===== src/rtl/seq_word_serializer.sv =====
// Parallel-to-serial word feeder: shifts each accepted word out MSB-first on w,
// zero-gap back-to-back. Define SERIALIZER_PARITY_EN to append an even-parity bit.
module seq_word_serializer #(
  parameter int WIDTH = 8
) (
  input  logic             clk,
  input  logic             Reset,
  input  logic [WIDTH-1:0] data_in,
  input  logic             load_valid,
  output logic             load_ready,
  output logic             w,
  output logic             w_valid,
  output logic             busy,
  output logic             done
);

`ifdef SERIALIZER_PARITY_EN
  localparam int CNT_W = $clog2(WIDTH + 1);
  localparam logic [CNT_W-1:0] LOAD_CNT = CNT_W'(WIDTH);
`else
  localparam int CNT_W = (WIDTH > 2) ? $clog2(WIDTH) : 1;
  localparam logic [CNT_W-1:0] LOAD_CNT = CNT_W'(WIDTH - 1);
`endif

  typedef enum logic {IDLE, SHIFT} state_t;

  state_t           state_q, state_d;
  logic [WIDTH-1:0] sreg_q, sreg_d;
  logic [CNT_W-1:0] cnt_q, cnt_d;
  logic             w_q, w_d;
  logic             wv_q, wv_d;
  logic             last;
  logic             accept;
  logic             fill;

  assign last       = (state_q == SHIFT) && (cnt_q == '0);
  assign load_ready = (state_q == IDLE) || last;
  assign accept     = load_valid && load_ready;

  // The parity bit rides in the vacated LSB, so it falls out right after the data LSB.
`ifdef SERIALIZER_PARITY_EN
  assign fill = ^data_in;
`else
  assign fill = 1'b0;
`endif

  always_ff @(posedge clk or negedge Reset) begin
    if (!Reset) begin
      state_q <= IDLE;
      sreg_q  <= '0;
      cnt_q   <= '0;
      w_q     <= 1'b0;
      wv_q    <= 1'b0;
    end else begin
      state_q <= state_d;
      sreg_q  <= sreg_d;
      cnt_q   <= cnt_d;
      w_q     <= w_d;
      wv_q    <= wv_d;
    end
  end

  always_comb begin
    state_d = state_q;
    sreg_d  = sreg_q;
    cnt_d   = cnt_q;
    w_d     = 1'b0;
    wv_d    = 1'b0;
    if (accept) begin
      w_d     = data_in[WIDTH-1];
      wv_d    = 1'b1;
      sreg_d  = {data_in[WIDTH-2:0], fill};
      cnt_d   = LOAD_CNT;
      state_d = SHIFT;
    end else if (state_q == SHIFT) begin
      if (cnt_q != '0) begin
        w_d    = sreg_q[WIDTH-1];
        wv_d   = 1'b1;
        sreg_d = sreg_q << 1;
        cnt_d  = cnt_q - CNT_W'(1);
      end else begin
        state_d = IDLE;
      end
    end
  end

  assign w       = w_q;
  assign w_valid = wv_q;
  assign busy    = (state_q == SHIFT);
  assign done    = last;

endmodule


===== config.mk =====
export PLATFORM = sky130hd
export DESIGN_NAME = seq_word_serializer
export DESIGN_NICKNAME = d
export VERILOG_FILES = /design/src/rtl/seq_word_serializer.sv
export SDC_FILE = /design/constraint.sdc
export NUM_CORES = 1
export LEC_CHECK = 0
export CELL_PAD_IN_SITES_DETAIL_PLACEMENT = 0
export CELL_PAD_IN_SITES_GLOBAL_PLACEMENT = 2
export CORE_MARGIN = 2
export CORE_UTILIZATION = 27
export DETAILED_ROUTE_END_ITERATION = 10
export PLACE_DENSITY_LB_ADDON = 0.15
export SLEW_MARGIN = 10
export SYNTH_ARGS = -nofsm -noshare
export SYNTH_HDL_FRONTEND = slang
export SYNTH_SLANG_ARGS = --single-unit

===== constraint.sdc =====
create_clock -name clk -period 1.5 [get_ports clk]
set_input_delay 0.225 -clock clk [delete_from_list [all_inputs] [get_ports clk]]
set_output_delay 0.225 -clock clk [all_outputs]
set_load 0.01 [all_outputs]

==> impl_metrics.yaml <==
die:
  core_area_um2: 1980
  die_width_um: 50.1
  dieArea_um2: 2510
  die_h_um: 50.1
  initial_core_util_pct: 28.9
  num_rows: 16
  num_io_pins: 16
global_route:
  overflow: 0
  antenna_found_initial: 0
  grt_pass1_wl_mm: 1.84
  grt_pass1_vias: 435
  grt_usage_pct: 10.2
  grt_max_degree: 23
clock_network:
  clk_path_buf_depth: 2
  cts_tree: "yes"
  clk_latency_ns: 0.27
  hold_buffers: 0
  h-tree-depth: 1
  numClockSinks: 12
  clk_pin_slew_worst_paths_ns: 0.07
  cts-root-buf: "clkbuf_4"
  numCtsBuffers: 3
cells_and_area:
  area_delta_synth_final_pct: 41.9
  design_area_um2: 813
  drive_above_1_share_pct: 21.9
  stdcell_count: 100
  n_fill_cell: 209
  nets: 88
  diodes: 0
placement:
  routabilityCongestion: 0.677
  hpwl_um: 706
  place_area_um2: 762
  dpl.cell_count: 96
  dp_slack_ns: -0.163
  port_buffers: 15
critical_path:
  cp.required_ns: 1.27
  r2r_end: "w_valid"
  r2r_slack_ns: 0.14
  crit_arrival_ns: 1.27
  r2r_start: "cnt_q[0]"
  cp-end-kind: "output port"
  worst_setup_path_start_kind: "flop"
  setup.worst_path.class: "flop to output port"
  reg2reg_depth: 6
  cp_max_fo: 2
pwr:
  seqPwrFrac_pct: 39.2
  p_leak_nw: 0.380
  p_switching_w: 0.000451
  power_frac_comb_pct: 45.7
  power_density_nw_per_um2: 1610
  ir_drop_mv: 0.583
  switching_share_pct: 34.4
  internal_power_w: 0.000859
  p_clk_share_pct: 15.1
logic_synthesis:
  yosys.area_share.simple_pct: 13.1
  synthMuxAreaShare_pct: 12.2
  synthAdderAreaFrac_pct: 4.37
  syn_avg_cell_area_um2: 10.6
  ys.warnings.count: 0
  synth_nets: 67
  syn_area_um2: 573
  ys_ff_latch: 12
  syn_inst: 54
  synth_compound_area_share_pct: 8.73
  yosysUniqueCellTypes: 15
  synth_xor_area_share_pct: 0
  seq_area_frac_synth_pct: 52.4
  synth_top_family_by_area: "simple AND/OR/NAND/NOR gates"
sta:
  finalMaxSlewViolations: 0
  fin_crit_sh_pct: 99.4
  fin_setup_tns_ns: 0
  min_period_ns: 1.49
  worst_slack_ns: 0.00918
  finClkSkew_ns: 0.000193
  fmax_ghz: 0.671
  worstMarginPinSlew_ns: 0.191
  whs_ns: 0.250
  rsz0062_at_grt: "true"
  hold_viol_final: 0
  finalSetupViolCount: 0
  relSlewSlack_pct: 87.3
outcome:
  status: "finished clean"
min_path:
  hold_path.class: "input pin to async pin"
route:
  drc: 0
  viasPerCell: 4.05
  ant_nets: 0
  avgRoutedWirePerCell_um: 10.3
  wirelength_mm: 1.03
  drt_iter0_drc: 10
  vias: 405
  dr.pass1.iters: 4
flow_run:
  maxCapViolCount: 0
## state kept, by name (all words and copies together) (netlist names)
signal   flops
cnt_q        3
w_valid      1
w            1
sreg_q       7
## worst max path at each step
| stage | from | cells after the start | endpoint | slack, ns |
|---|---|---|---|---|
| after global placement | cnt_q[1] | 5 | done | -0.16 |
| after global routing | cnt_q[1] | 6 | load_ready | -0.08 |
| final | cnt_q[1] | 6 | load_ready | 0.009 |
| after detailed placement | cnt_q[1] | 5 | done | -0.16 |
| after floorplan | cnt_q[0] | 6 | load_ready | 0.12 |
| after CTS | cnt_q[1] | 6 | load_ready | -0.04 |
## area by class of cell
cell class                      instances  area [µm²]  area share [%]
Sequential cell                        12         300            36.9
Multi-Input combinational cell         34         245            30.2
Timing Repair Buffer                   20         196            24.2
Tap cell                               27        33.8            4.15
Clock buffer                            3        22.5            2.77
Inverter                                4        15.0            1.85
## layer usage
layer | routed length (µm) | global-route usage (%) | vias up | share of wire [%]
met1 | 502 | 11.3 | 176 | 49
met4 | 0 | 6.94 | 0 | 0
met3 | 47 | 3.94 | 0 | 4.6
met2 | 478 | 15.8 | 10 | 46
li1 | - | - | 219 | -
met5 | 0 | 0 | - | 0
## kinds of logic (layout without fill, tap and decap cells)
kind of cell | count (synthesis) | in the layout
flip-flops | 12 | 12
AND/OR/NAND/NOR | 15 | 15
buffers and inverters | 8 | 27
AO/OA/AOI/OAI | 10 | 10
adder cells (fa/ha/maj) | 2 | 2
multiplexers | 7 | 7
## power groups by stage
stage	sequential, W	combinational [W]	clock [W]
finish	0.000514	0.000599	0.000197
global route	0.000531	0.000686	0.000223
CTS	0.000512	0.000588	0.000209
detailed placement	0.000517	0.000529	0
global placement	0.000515	0.000536	0
floorplan	0.000515	0.000349	0
## placed cells by master, fill, tap and decap left out, types with 3 or more instances in the layout
| cell type | netlist | routed |
|---|---|---|
| o21ai_0 | 3 | 3 |
| mux2i_1 | 7 | 7 |
| o21ai_1 | 4 | 4 |
| nor3_1 | 3 | 3 |
| clkdlybuf4s50_1 | 0 | 13 |
| a21oi_1 | 3 | 3 |
| clkbuf_4 | 0 | 3 |
| buf_4 | 2 | 4 |
| dfrtp_1 | 12 | 12 |
| nand2_1 | 8 | 8 |
## cell usage after synthesis, drive strengths merged
master  instances  area share [%]
or2             1             1.1
nand2           8             5.2
and2            1             1.1
buf             4             6.5
dfrtp          12              52
nor2            1            0.65
ha              2             4.4
inv             4             2.6
o21ai           7             6.1
nor2b           1             2.4
nor3            3             2.6
a21oi           3             2.6
mux2i           7              12
## per-stage QoR
step                      utilization [%]  power (W)
after CTS                            40.8    0.00131
after floorplan                         -   0.000865
after global routing                 41.0    0.00144
after global placement               38.4    0.00105
final                                41.0    0.00131
after detailed placement             38.4    0.00105
## critical path: stages (launching register included)
cell,delay [ns]
dfrtp_1,0.37
inv_2,0.05
ha_4,0.16
ha_4,0.16
nor2b_4,0.11
inv_2,0.04
buf_6,0.11
## repair_timing
item | in CTS | in global routing
resized for setup | 12 | 4
endpoints found under the hold margin | 0 | 0
pin swaps | 1 | 2
buffers inserted | 2 | 0
endpoints found under the setup margin | 2 | 4
(Power assumes the default switching activity.)
==> RTL edit: new RTL, same flow settings <==
`WIDTH`: 8 -> 4.
--- a/src/rtl/seq_word_serializer.sv
+++ b/src/rtl/seq_word_serializer.sv
@@ -2,5 +2,5 @@
 // zero-gap back-to-back. Define SERIALIZER_PARITY_EN to append an even-parity bit.
 module seq_word_serializer #(
-  parameter int WIDTH = 8
+  parameter int WIDTH = 4
 ) (
   input  logic             clk,
Interface: changed (resized data_in); port bits go from 16 to 12. The function was not compared with the original's and may differ.
==> RTL edit against the original RTL <==
  * Cell area fell by 31%
  * Synthesized area fell by 34%
  * Routed wire length fell by 30%
  * Clock power fell by 9%
  * Sequential share of layout area fell by 5.7 points
  * Total power fell by 18%
  * Worst setup slack improved by 0.055 ns
  * Cell count fell by 36%
  * Synthesized cell count fell by 43%
  * Sequential cell count fell by 5
==> RTL edit: results (changes against the original RTL) <==
- Outcome: finished, final reports clean (unchanged)
- GRT Util Overall: 10.1% (was 10.2%)
- Clk network pwr share: 16.6% (was 15.1%)
- Largest net degree at the start of global routing: 8 (was 23)
- First-pass GRT wire length: 1260 um (was 1840 um)
- Max_slew headroom: 77.5% (was 87.3%)
- Clkbuf count: 4 (was 3)
- Vias per cell: 4.25 (was 4.05)
- Resized Gates After CTS: 4 (was 12)
- P per Cell Area: 1910 nW/um2 (was 1610 nW/um2)
- FF-to-FF path depth: 5 (was 6)
- # fillers: 141 (was 209)
- Comb pwr share: 52.7% (was 45.7%)
- Critical-path top delay cell: clkdlybuf4s50_1 (was dfrtp_1)
- Dpl ws: -0.0471 ns (was -0.163 ns)
- Share of layout cells above drive strength 1: 44.9% (was 21.9%)
- Lkg Pwr: 0.277 nW (was 0.380 nW)
- Dpl hpwl: 515 um (was 706 um)
- Fin nets: 59 (was 88)
- Adder-cell share of the synthesized area: 6.58% (was 4.37%)
- Unique masters post-synth: 14 (was 15)
- Multi-Input Combinational: 17 (was 34)
- Slowest stage delay, CP: 0.55 ns (was 0.37 ns)
- Final clock-cell share: 4.66% (was 2.77%)
- Multi-input gate share of total cell area: 31.3% (was 30.2%)
- DRT Pass-1 Iters: 2 (was 4)
- GPL Wtd Cong: 0.671 (was 0.677)
- Synth area leaders: dfrtp_1 (46%), mux2_4 (16%), mux2i_1 (7.9%), ha_1 (6.6%), inv_1 (3.9%) (was dfrtp_1 (52%), mux2i_1 (12%), nand2_1 (5.2%), ha_1 (4.4%), buf_6 (3.9%))
- Worst Skew: 0.00293 ns (was 0.000193 ns)
- Sequential fraction of the synthesis area: 46.1% (was 52.4%)
- Syn_nets: 40 (was 67)
- Starting DRT DRC Count: 1 (was 10)
- Port bufs: 11 (was 15)
- Top cells by count, synth: dfrtp_1 (7), inv_1 (4), mux2_4 (4) (was dfrtp_1 (12), nand2_1 (8), mux2i_1 (7))
- Vias in the first global route: 284 (was 435)
- Worst-path fanout max: 5 (was 2)
- Seq area share: 31.3% (was 36.9%)
- Synth Area in Compound Gates: 2.63% (was 8.73%)
- Buffering overhead: 26.8% (was 24.2%)
- CP top delay family: buffers and inverters (was flip-flops)
-- RTL edit: path summary, 6_finish.rpt --
check / start / endpoint / slack, ns
min reg2reg: sreg_q[1] / sreg_q[2] / 0.51
max in group asynchronous: Reset / w_valid / 1.00
min in group clk: sreg_q[1] / sreg_q[2] / 0.51
max: w_valid / busy / 0.06
min: Reset / w_valid / 0.23
max reg2reg: cnt_q[0] / sreg_q[2] / 0.18
-- RTL edit: per-layer routing --
metal | part of all wire (%) | vias to the layer above | wire length, um | GRT usage (%)
met5 | 0 | - | 0 | 0
met4 | 0 | 0 | 0 | 9.68
met3 | 6.6 | 0 | 48 | 3.04
met2 | 46 | 10 | 335 | 13.8
met1 | 47 | 130 | 338 | 12.5
li1 | - | 132 | - | -
-- RTL edit: per-stage QoR --
stage                     area, um2  hold slack [ns]  cells
after floorplan                 380          -0.0706     31
after global placement          523            0.488     59
after detailed placement        523            0.496     59
after CTS                       549            0.233     63
after global routing            564            0.261     64
final                           564            0.234     64
